--- src/rtl/dwc_downconv_wr_seq_if.sv ---
// dwc_downconv_wr_seq_if: command, slave AW/W and master W signals of the down-converter write sequencer
interface dwc_downconv_wr_seq_if #(
  parameter int ID_WIDTH   = 1,
  parameter int ADDR_WIDTH = 32
);
  logic                  hold_reg_empty;
  logic                  hold_get_next_data;
  logic [ADDR_WIDTH-1:0] cmd_addr;
  logic [ID_WIDTH-1:0]   cmd_id;
  logic [2:0]            cmd_size;
  logic [7:0]            slaveLen_M1;
  logic                  SLAVE_AWVALID;
  logic                  SLAVE_AWREADY;
  logic [ADDR_WIDTH-1:0] SLAVE_AWADDR;
  logic [7:0]            SLAVE_AWLEN;
  logic [2:0]            SLAVE_AWSIZE;
  logic [ID_WIDTH-1:0]   SLAVE_AWID;
  logic                  MASTER_WVALID;
  logic                  MASTER_WREADY;
  logic                  SLAVE_WVALID;
  logic                  SLAVE_WREADY;
  logic                  SLAVE_WLAST;
  logic [5:0]            lane_offset;

  modport master (
    input  hold_reg_empty, cmd_addr, cmd_id, cmd_size, slaveLen_M1,
           SLAVE_AWREADY, MASTER_WVALID, SLAVE_WREADY,
    output hold_get_next_data, SLAVE_AWVALID, SLAVE_AWADDR, SLAVE_AWLEN,
           SLAVE_AWSIZE, SLAVE_AWID, MASTER_WREADY, SLAVE_WVALID,
           SLAVE_WLAST, lane_offset
  );

  modport slave (
    output hold_reg_empty, cmd_addr, cmd_id, cmd_size, slaveLen_M1,
           SLAVE_AWREADY, MASTER_WVALID, SLAVE_WREADY,
    input  hold_get_next_data, SLAVE_AWVALID, SLAVE_AWADDR, SLAVE_AWLEN,
           SLAVE_AWSIZE, SLAVE_AWID, MASTER_WREADY, SLAVE_WVALID,
           SLAVE_WLAST, lane_offset
  );
endinterface

--- src/rtl/dwc_downconv_wr_seq.sv ---
// dwc_downconv_wr_seq: issues slave AW per command and slices each wide master W beat into narrow slave beats
module dwc_downconv_wr_seq #(
  parameter int ID_WIDTH     = 1,
  parameter int ADDR_WIDTH   = 32,
  parameter int MASTER_BYTES = 8
) (
  input logic                   ACLK,
  input logic                   sysReset,
  dwc_downconv_wr_seq_if.master bus
);
  typedef enum logic [1:0] {IDLE, AW, DATA} state_t;
  state_t                state;
  logic                  aw_valid;
  logic [ADDR_WIDTH-1:0] aw_addr;
  logic [7:0]            aw_len;
  logic [2:0]            aw_size;
  logic [ID_WIDTH-1:0]   aw_id;
  logic [5:0]            lane;
  logic [7:0]            beat;
  logic [6:0]            step;
  logic [6:0]            sum;
  logic [5:0]            cmd_step;
  logic [5:0]            start_off;
  logic                  in_data;
  logic                  wlast;
  logic                  w_hs;
  logic                  load;

  assign in_data   = state == DATA;
  assign step      = 7'(1) << aw_size;
  assign sum       = {1'b0, lane} + step;
  assign wlast     = in_data & (beat == aw_len);
  assign w_hs      = in_data & bus.MASTER_WVALID & bus.SLAVE_WREADY;
  // a 64-byte step wraps cmd_step to 0, which correctly yields a zero start offset
  assign cmd_step  = 6'(1) << bus.cmd_size;
  assign start_off = bus.cmd_addr[5:0] & 6'(MASTER_BYTES - 1) & ~(cmd_step - 6'd1);
  // a command is taken from IDLE, or directly on the closing WLAST so back-to-back bursts skip IDLE
  assign load      = !sysReset & !bus.hold_reg_empty & ((state == IDLE) | (w_hs & wlast));

  assign bus.hold_get_next_data = load;
  assign bus.SLAVE_AWVALID      = aw_valid;
  assign bus.SLAVE_AWADDR       = aw_addr;
  assign bus.SLAVE_AWLEN        = aw_len;
  assign bus.SLAVE_AWSIZE       = aw_size;
  assign bus.SLAVE_AWID         = aw_id;
  assign bus.lane_offset        = lane;
  assign bus.SLAVE_WVALID       = in_data & bus.MASTER_WVALID;
  assign bus.SLAVE_WLAST        = wlast;
  assign bus.MASTER_WREADY      = in_data & bus.SLAVE_WREADY & (wlast | (sum >= 7'(MASTER_BYTES)));

  // command load, AW handshake and per-beat slice stepping
  always_ff @(posedge ACLK or posedge sysReset) begin
    if (sysReset) begin
      state    <= IDLE;
      aw_valid <= 1'b0;
      aw_addr  <= '0;
      aw_len   <= '0;
      aw_size  <= '0;
      aw_id    <= '0;
      lane     <= '0;
      beat     <= '0;
    end else if (load) begin
      state    <= AW;
      aw_valid <= 1'b1;
      aw_addr  <= bus.cmd_addr;
      aw_len   <= bus.slaveLen_M1;
      aw_size  <= bus.cmd_size;
      aw_id    <= bus.cmd_id;
      lane     <= start_off;
      beat     <= '0;
    end else if (state == AW && bus.SLAVE_AWREADY) begin
      state    <= DATA;
      aw_valid <= 1'b0;
    end else if (w_hs) begin
      beat  <= beat + 8'd1;
      lane  <= 6'(sum & 7'(MASTER_BYTES - 1));
      state <= wlast ? IDLE : DATA;
    end
  end
endmodule

--- src/flat_wrapper.sv ---
// flat-port wrapper written by rule: the top's interface ports become plain ports
module dwc_downconv_wr_seq_flat 
#(
  parameter int ID_WIDTH     = 1,
  parameter int ADDR_WIDTH   = 32,
  parameter int MASTER_BYTES = 8
)
  (ACLK, sysReset, bus_hold_reg_empty, bus_cmd_addr, bus_cmd_id, bus_cmd_size, bus_slaveLen_M1, bus_SLAVE_AWREADY, bus_MASTER_WVALID, bus_SLAVE_WREADY, bus_hold_get_next_data, bus_SLAVE_AWVALID, bus_SLAVE_AWADDR, bus_SLAVE_AWLEN, bus_SLAVE_AWSIZE, bus_SLAVE_AWID, bus_MASTER_WREADY, bus_SLAVE_WVALID, bus_SLAVE_WLAST, bus_lane_offset);
  dwc_downconv_wr_seq_if #(.ID_WIDTH(ID_WIDTH), .ADDR_WIDTH(ADDR_WIDTH)) bus_i ();
  input logic ACLK;
  input logic sysReset;
  input wire logic [$bits(bus_i.hold_reg_empty)-1:0] bus_hold_reg_empty;
  input wire logic [$bits(bus_i.cmd_addr)-1:0] bus_cmd_addr;
  input wire logic [$bits(bus_i.cmd_id)-1:0] bus_cmd_id;
  input wire logic [$bits(bus_i.cmd_size)-1:0] bus_cmd_size;
  input wire logic [$bits(bus_i.slaveLen_M1)-1:0] bus_slaveLen_M1;
  input wire logic [$bits(bus_i.SLAVE_AWREADY)-1:0] bus_SLAVE_AWREADY;
  input wire logic [$bits(bus_i.MASTER_WVALID)-1:0] bus_MASTER_WVALID;
  input wire logic [$bits(bus_i.SLAVE_WREADY)-1:0] bus_SLAVE_WREADY;
  output wire logic [$bits(bus_i.hold_get_next_data)-1:0] bus_hold_get_next_data;
  output wire logic [$bits(bus_i.SLAVE_AWVALID)-1:0] bus_SLAVE_AWVALID;
  output wire logic [$bits(bus_i.SLAVE_AWADDR)-1:0] bus_SLAVE_AWADDR;
  output wire logic [$bits(bus_i.SLAVE_AWLEN)-1:0] bus_SLAVE_AWLEN;
  output wire logic [$bits(bus_i.SLAVE_AWSIZE)-1:0] bus_SLAVE_AWSIZE;
  output wire logic [$bits(bus_i.SLAVE_AWID)-1:0] bus_SLAVE_AWID;
  output wire logic [$bits(bus_i.MASTER_WREADY)-1:0] bus_MASTER_WREADY;
  output wire logic [$bits(bus_i.SLAVE_WVALID)-1:0] bus_SLAVE_WVALID;
  output wire logic [$bits(bus_i.SLAVE_WLAST)-1:0] bus_SLAVE_WLAST;
  output wire logic [$bits(bus_i.lane_offset)-1:0] bus_lane_offset;
  assign bus_i.hold_reg_empty = bus_hold_reg_empty;
  assign bus_i.cmd_addr = bus_cmd_addr;
  assign bus_i.cmd_id = bus_cmd_id;
  assign bus_i.cmd_size = bus_cmd_size;
  assign bus_i.slaveLen_M1 = bus_slaveLen_M1;
  assign bus_i.SLAVE_AWREADY = bus_SLAVE_AWREADY;
  assign bus_i.MASTER_WVALID = bus_MASTER_WVALID;
  assign bus_i.SLAVE_WREADY = bus_SLAVE_WREADY;
  assign bus_hold_get_next_data = bus_i.hold_get_next_data;
  assign bus_SLAVE_AWVALID = bus_i.SLAVE_AWVALID;
  assign bus_SLAVE_AWADDR = bus_i.SLAVE_AWADDR;
  assign bus_SLAVE_AWLEN = bus_i.SLAVE_AWLEN;
  assign bus_SLAVE_AWSIZE = bus_i.SLAVE_AWSIZE;
  assign bus_SLAVE_AWID = bus_i.SLAVE_AWID;
  assign bus_MASTER_WREADY = bus_i.MASTER_WREADY;
  assign bus_SLAVE_WVALID = bus_i.SLAVE_WVALID;
  assign bus_SLAVE_WLAST = bus_i.SLAVE_WLAST;
  assign bus_lane_offset = bus_i.lane_offset;
  dwc_downconv_wr_seq #(.ID_WIDTH(ID_WIDTH), .ADDR_WIDTH(ADDR_WIDTH), .MASTER_BYTES(MASTER_BYTES)) u_core (.ACLK(ACLK), .sysReset(sysReset), .bus(bus_i));
endmodule
--- config.mk ---
export PLATFORM = sky130hd
export DESIGN_NAME = dwc_downconv_wr_seq_flat
export DESIGN_NICKNAME = d
export VERILOG_FILES = /design/src/rtl/dwc_downconv_wr_seq_if.sv /design/src/rtl/dwc_downconv_wr_seq.sv /design/src/flat_wrapper.sv
export SDC_FILE = /design/constraint.sdc
export NUM_CORES = 1
export LEC_CHECK = 0
export BUFFER_PORTS_ARGS = -buffer_cell sky130_fd_sc_hd__buf_4
export CORE_UTILIZATION = 30
export DETAILED_ROUTE_END_ITERATION = 12
export HOLD_SLACK_MARGIN = 0.12
export RECOVER_POWER = 50
export SETUP_SLACK_MARGIN = 0.2
export SYNTH_ARGS = -nofsm -noshare
export SYNTH_HDL_FRONTEND = slang
export SYNTH_SLANG_ARGS = --single-unit
--- constraint.sdc ---
create_clock -name ACLK -period 5.6 [get_ports ACLK]
set_input_delay 1.12 -clock ACLK [delete_from_list [all_inputs] [get_ports ACLK]]
set_output_delay 1.12 -clock ACLK [all_outputs]
set_load 0.05 [all_outputs]
==> results of run 1 <==
worst min-delay path by stage:
| stage | to | cells after the start |
|---|---|---|
| finish | u_core.bus.SLAVE_AWADDR[0] | 1 |
| CTS | u_core.bus.SLAVE_AWADDR[0] | 1 |
| detailed placement | u_core.bus.SLAVE_AWADDR[6] | 1 |
| floorplan | u_core.state[1] | 1 |
| global route | u_core.bus.SLAVE_AWADDR[23] | 1 |
| global placement | u_core.bus.SLAVE_AWADDR[16] | 1 |
state kept, by name, summed over array words and instances, names as in the netlist:
name / count
u_core.bus.SLAVE_AWVALID: 1
u_core.bus.SLAVE_AWID: 1
u_core.bus.lane_offset: 3
u_core.bus.SLAVE_AWSIZE: 3
u_core.bus.SLAVE_AWLEN: 8
u_core.beat: 8
u_core.state: 2
u_core.bus.SLAVE_AWADDR: 32
critical path, delay by kind of cell (launching register included):
family                    cells  cell delay (ns)
and+or+nand+nor               2             0.85
xor gates and xnor gates      1             0.16
AOI/OAI and AO/OA             1             0.11
buffers and inverters         2             0.51
DFF                           1             0.43
through the flow:
stage / instances / setup WS [ns] / hold WS, ns / total power, mW / utilization
global route: 431 / 1.85 / 0.530 / 2.80 / 0.417
finish: 431 / 2.07 / 0.514 / 2.66 / 0.417
global placement: 415 / 2.36 / 0.491 / 2.26 / 0.399
detailed placement: 415 / 2.32 / 0.493 / 2.28 / 0.399
CTS: 431 / 2.26 / 0.518 / 2.76 / 0.425
floorplan: 210 / 2.03 / 0.528 / 1.87 / -
layer usage:
| metal | part of all wire | vias to the layer above | GRT usage |
|---|---|---|---|
| li1 | - | 919 | - |
| met4 | 0.017 | 0 | 0.0588 |
| met1 | 0.46 | 966 | 0.164 |
| met3 | 0.061 | 11 | 0.0401 |
| met2 | 0.46 | 62 | 0.199 |
| met5 | 0 | - | 0 |
where the power goes:
group | internal (mW) | switching (mW)
sequential | 0.612 | 0.166
combinational | 0.531 | 0.889
clock | 0.286 | 0.172
cell usage after synthesis, drive strengths merged:
cell type / instances
nor4: 1
and2: 1
and3: 1
o21ai: 5
nor2b: 1
conb: 1
nand3b: 1
nor3b: 1
xor2: 5
or3: 1
mux2: 44
buf: 9
a21oi: 6
nand2: 18
nor2: 14
inv: 6
xnor2: 12
ha: 5
fa: 1
dfrtp: 58
nand3: 2
nor3: 4
nand4b: 1
mux2i: 4
and4b: 1
nand4: 3
a21o: 2
cells by family after synthesis:
group           after synthesis  share of synthesized area
simple gates                 50                     0.0918
other cells                   1                    0.00132
flops                        58                      0.512
buf+inv                      15                     0.0375
compound gates               13                     0.0291
fa+ha+maj                     6                     0.0291
mux                          48                      0.247
xor+xnor                     17                     0.0525
cell type report:
type / instances / area [um2] / area share
multi-input cells: 137 / 1270 / 0.333
clock buffers: 12 / 165 / 0.0431
clock inverters: 4 / 72.6 / 0.0189
well taps: 111 / 139 / 0.0363
flip-flops and latches: 58 / 1450 / 0.379
repair buffers: 103 / 706 / 0.184
inverters: 6 / 22.5 / 0.00588
==> flow_summary_export.csv, run 1 <==
group,metric,value,unit
clocking,clk_pin_slew_worst_paths,0.07,ns
clocking,post_cts_resized,0,
floorplan,initial_utilization,0.308,
power,power_density,694,nW/um2
setup_path,start_kind,"flip-flop",
finish,layout_common_cells,"buf_4 (85), dfrtp_1 (58), mux2_4 (44)",
run,max_cap_violations,0,
power,worst_ir_drop_vdd,0.284,mV
synth,synth_area,2840,um2
timing,drv_slew,0,
finish,antenna_cells,0,
timing,setup_viol,0,
clocking,cts_htree_levels,3,
floorplan,die_area,9850,um2
floorplan,io_pins,105,
finish,nNetsFinal,371,
setup_path,slowest_delay,0.72,ns
setup_path,critical_path_required,4.48,ns
timing,clock.fmax,0.284,GHz
finish,final_area,3830,um2
floorplan,dieHeight,99.2,um
routing,drt_iter0_drc,35,
placed_design,portBuffers,101,
clocking,post_cts_buffers,0,
clocking,clockBufferDepth,2,
timing,finalCriticalPeriod,3.53,ns
finish,fillers,921,
synth,synth.distinct_cells,34,
setup_path,crit_end,"bus_hold_get_next_data",
setup_path,rr_startpoint,"u_core.beat[4]",
timing,finalSetupTns,0,ns
grt,grt_pass1_wl,9760,um
synth,syn_inst,208,
timing,rsz0062_at_grt,"false",
setup_path,rr_worst_depth,6,
setup_path,crit_fanout,9,
run_status,status,"completed",
clocking,cts-root-buf,"clkbuf_8",
setup_path,crit_path_start,"u_core.beat[4]",
setup_path,cp.arrival,2.41,ns
setup_path,worst_path_max_delay_cell,"nor3_1",
synth,ys_seq_elements,58,
grt,antenna_found_initial,0,
synth,avgSynthCellArea,13.6,um2
routing,dr.pass1.iters,4,
clocking,tritoncts,"done",
floorplan,coreArea,9200,um2
timing,worstMarginPinSlew,0.912,ns
worst_hold_path,hp-class,"reg2reg",
synth,seq_area_frac_synth,0.512,
routing,drc,0,
synth,synth_top_area_share,0.512,
timing,clock_skew,0.00709,ns
routing,ant_nets,0,
routing,drt-total-wl,6000,um
placed_design,dpl.hpwl,3980,um
routing,routedWlPerCell,13.9,um
floorplan,fp-row-count,35,
clocking,clock_latency,0.33,ns
grt,grt_use_total,0.128,
synth,yosysWarnings,0,
floorplan,die_x,99.2,um
finish,final_common_cell,"buf_4",
setup_path,cp-end-kind,"output port",
routing,route.vias.total,1958,
finish,area_growth,35.1,%
setup_path,crit-reg2reg-capture,"u_core.bus.SLAVE_AWADDR[29]",
timing,finalCritPeriodShare,0.630,
clocking,hold_buffers,0,
placed_design,place.gp.congestion,0.736,
timing,hold_viol,0,
setup_path,criticalPathCategory,"reg2out",
worst_hold_path,min_from,"u_core.bus.SLAVE_AWADDR[0]",
setup_path,r2r_slack,3.05,ns
grt,gr-total-overflow,0,
finish,final_layout_size_suffix_gt1_frac,0.472,
clocking,numCtsBuffers,9,
grt,grt_max_degree,59,
synth,yosysTopAreaCell,"dfrtp_1",
power,p_leak,1.96,nW
setup_path,path_cells,"xnor2_1 -> nand4_1 -> nor3_1 -> a21oi_4 -> inv_1 -> buf_4",
timing,relSlewSlack,0.392,
placed_design,placed_cell_area,3670,um2
grt,grt_pass1_vias,1961,
routing,vias_per_cell,4.54,
clocking,cts.sinks,58,
synth,netlist_top_cells_area,"dfrtp_1 (51%), mux2_4 (23%), xnor2_1 (3.7%), nand2_1 (2.4%), ha_1 (2.2%)",
No activity file was read; power rests on OpenSTA's default activity.
==> inputs of run 2 (changes only) <==
Clock period 5.6 ns to 3.5 ns, I/O delays scaled along.
==> run 2 against run 1 <==
  * Global-route usage fell by 0.21 points
  * Clock skew barely moved
  * Worst setup slack got worse by 1.5 ns
  * Critical path depth rose by 2
  * Critical endpoint is now bus_MASTER_WREADY
  * Final cell count did not move
  * Routed wire length fell by 0.57%
  * Sequential power rose by 59%
  * Utilization fell by 0.49 points
  * Sequential cell count did not move
  * Critical path type unchanged
  * Clock power rose by 51%
  * Sequential share of layout area rose by 0.45 points
==> flow_summary_export.csv, run 2 (same netlist as run 1, synthesis figures left out) <==
group,metric,value,unit
setup_path,crit-reg2reg-capture,"u_core.bus.SLAVE_AWADDR[30]",
setup_path,worst_path_dominant_cell_family,"adder cells",
clocking,post_cts_buffers,0,
timing,finalCritPeriodShare,0.825,
grt,grt_use_total,0.126,
routing,drt_iter0_drc,28,
setup_path,worst_path_max_delay_cell,"dfrtp_1",
grt,grt_pass1_vias,1917,
power,power_density,1100,nW/um2
timing,rsz0062_at_grt,"false",
timing,clock.fmax,0.346,GHz
grt,grt_pass1_wl,9550,um
setup_path,rr_worst_depth,6,
routing,dr.pass1.iters,4,
setup_path,rr_startpoint,"u_core.state[1]",
floorplan,die_x,99.2,um
finish,seq_area,1450,um2
setup_path,slowest_delay,0.45,ns
timing,worstMarginPinSlew,1.35,ns
floorplan,die_area,9850,um2
placed_design,place.gp.congestion,0.707,
timing,clock_skew,0.00679,ns
finish,largest_register_ffs,32,
finish,nNetsFinal,371,
routing,route.vias.total,1905,
run,max_cap_violations,0,
timing,finalCriticalPeriod,2.89,ns
clocking,hold_buffers,0,
timing,hold_viol,0,
floorplan,coreArea,9200,um2
setup_path,start_kind,"flip-flop",
finish,multi_input_area,1290,um2
clocking,numCtsBuffers,9,
power,total_power,4.17,mW
placed_design,dpl.hpwl,4210,um
placed_design,placed_cell_area,3670,um2
floorplan,io_pins,105,
timing,setup_viol,0,
power,power.switching,1.97,mW
routing,drt-total-wl,5970,um
power,worst_ir_drop_vdd,0.405,mV
worst_hold_path,hold_depth,1,
worst_hold_path,hp-class,"reg2reg",
grt,gr-total-overflow,0,
power,netSwitchingFraction,0.473,
grt,grt_max_degree,50,
run_status,status,"completed",
clocking,cts.sinks,58,
clocking,post_cts_resized,0,
clocking,clock_latency,0.33,ns
routing,vias_per_cell,4.42,
placed_design,portBuffers,101,
routing,routedWlPerCell,13.8,um
timing,relSlewSlack,0.0957,
worst_hold_path,min_from,"u_core.bus.SLAVE_AWADDR[0]",
grt,antenna_found_initial,0,
floorplan,fp-row-count,35,
setup_path,criticalPathCategory,"reg2out",
setup_path,crit_fanout,8,
setup_path,crit_buf_inv,2,
routing,drc,0,
setup_path,critical_path_required,2.80,ns
setup_path,path_cells,"nor3_1 -> ha_1 -> inv_1 -> fa_1 -> nand4b_1 -> o21ai_0 -> a21oi_1 -> buf_4",
setup_path,cp.arrival,2.19,ns
floorplan,dieHeight,99.2,um
timing,finalSetupTns,0,ns
finish,final_common_cell,"buf_4",
finish,final_area,3790,um2
clocking,tritoncts,"done",
setup_path,cp-end-kind,"output port",
power,p_seq_frac,0.296,
setup_path,r2r_slack,1.24,ns
clocking,cts-root-buf,"clkbuf_8",
power,p_int,2.20,mW
finish,fillers,918,
finish,final_core_util,0.412,
finish,antenna_cells,0,
timing,drv_slew,0,
finish,layout_common_cells,"buf_4 (75), dfrtp_1 (58), mux2_4 (44)",
power,p_leak,1.93,nW
clocking,cts_htree_levels,3,
floorplan,initial_utilization,0.308,
power,power_frac_clock,0.166,
worst_hold_path,hold_end,"u_core.bus.SLAVE_AWADDR[0]",
clocking,clockBufferDepth,2,
power,p_comb_frac,0.537,
finish,area_growth,33.5,%
routing,ant_nets,0,
clocking,clk_pin_slew_worst_paths,0.06,ns
finish,final_layout_size_suffix_gt1_frac,0.444,
run 2: cell types whose count changed in the layout (fill, tap and decap cells not counted):
cell / change
inv_2: +1
nor3_1: -1
clkbuf_1: +11
clkinv_2: +1
clkbuf_8: -2
clkinv_1: -1
buf_4: -10
nor3_4: +1
run 2: layout make-up:
type	instances	area share
Sequential cell	58	0.383
Timing Repair Buffer	103	0.176
Tap cell	111	0.0367
Inverter	6	0.00595
Clock inverter	5	0.0205
Multi-Input combinational cell	137	0.340
Clock buffer	11	0.0373
run 2: worst max-delay path by stage:
stage | from | cells past startpoint | to
after floorplan | u_core.bus.SLAVE_AWLEN[5] | 5 | bus_MASTER_WREADY
after detailed placement | u_core.bus.SLAVE_AWSIZE[2] | 8 | bus_MASTER_WREADY
after CTS | u_core.bus.SLAVE_AWSIZE[2] | 8 | bus_MASTER_WREADY
after global routing | sysReset | 3 | u_core.beat[3]
after global placement | u_core.bus.SLAVE_AWSIZE[0] | 8 | bus_MASTER_WREADY
final | u_core.bus.SLAVE_AWSIZE[2] | 8 | bus_MASTER_WREADY
run 2: power groups by stage:
| stage | Combinational, mW | Sequential (mW) | Clock, mW |
|---|---|---|---|
| CTS | 2.40 | 1.25 | 0.724 |
| global placement | 2.38 | 1.25 | 0 |
| detailed placement | 2.40 | 1.25 | 0 |
| finish | 2.24 | 1.24 | 0.693 |
| global route | 2.36 | 1.28 | 0.746 |
| floorplan | 0.808 | 2.18 | 0 |
run 2: metal layers:
metal / global-route usage / wire (um) / vias to the layer above
met2: 0.200 / 2840 / 59
met4: 0.0611 / 98 / 0
met5: 0 / 0 / -
li1: - / - / 916
met3: 0.0379 / 370 / 9
met1: 0.158 / 2660 / 921
run 2: per-stage QoR:
| stage | worst slack [ns] | cells | hold WS (ns) |
|---|---|---|---|
| finish | 0.613 | 431 | 0.514 |
| CTS | 0.580 | 431 | 0.519 |
| global route | 0.395 | 431 | 0.529 |
| detailed placement | 0.953 | 415 | 0.494 |
| global placement | 1.02 | 415 | 0.497 |
| floorplan | 0.349 | 210 | 0.528 |
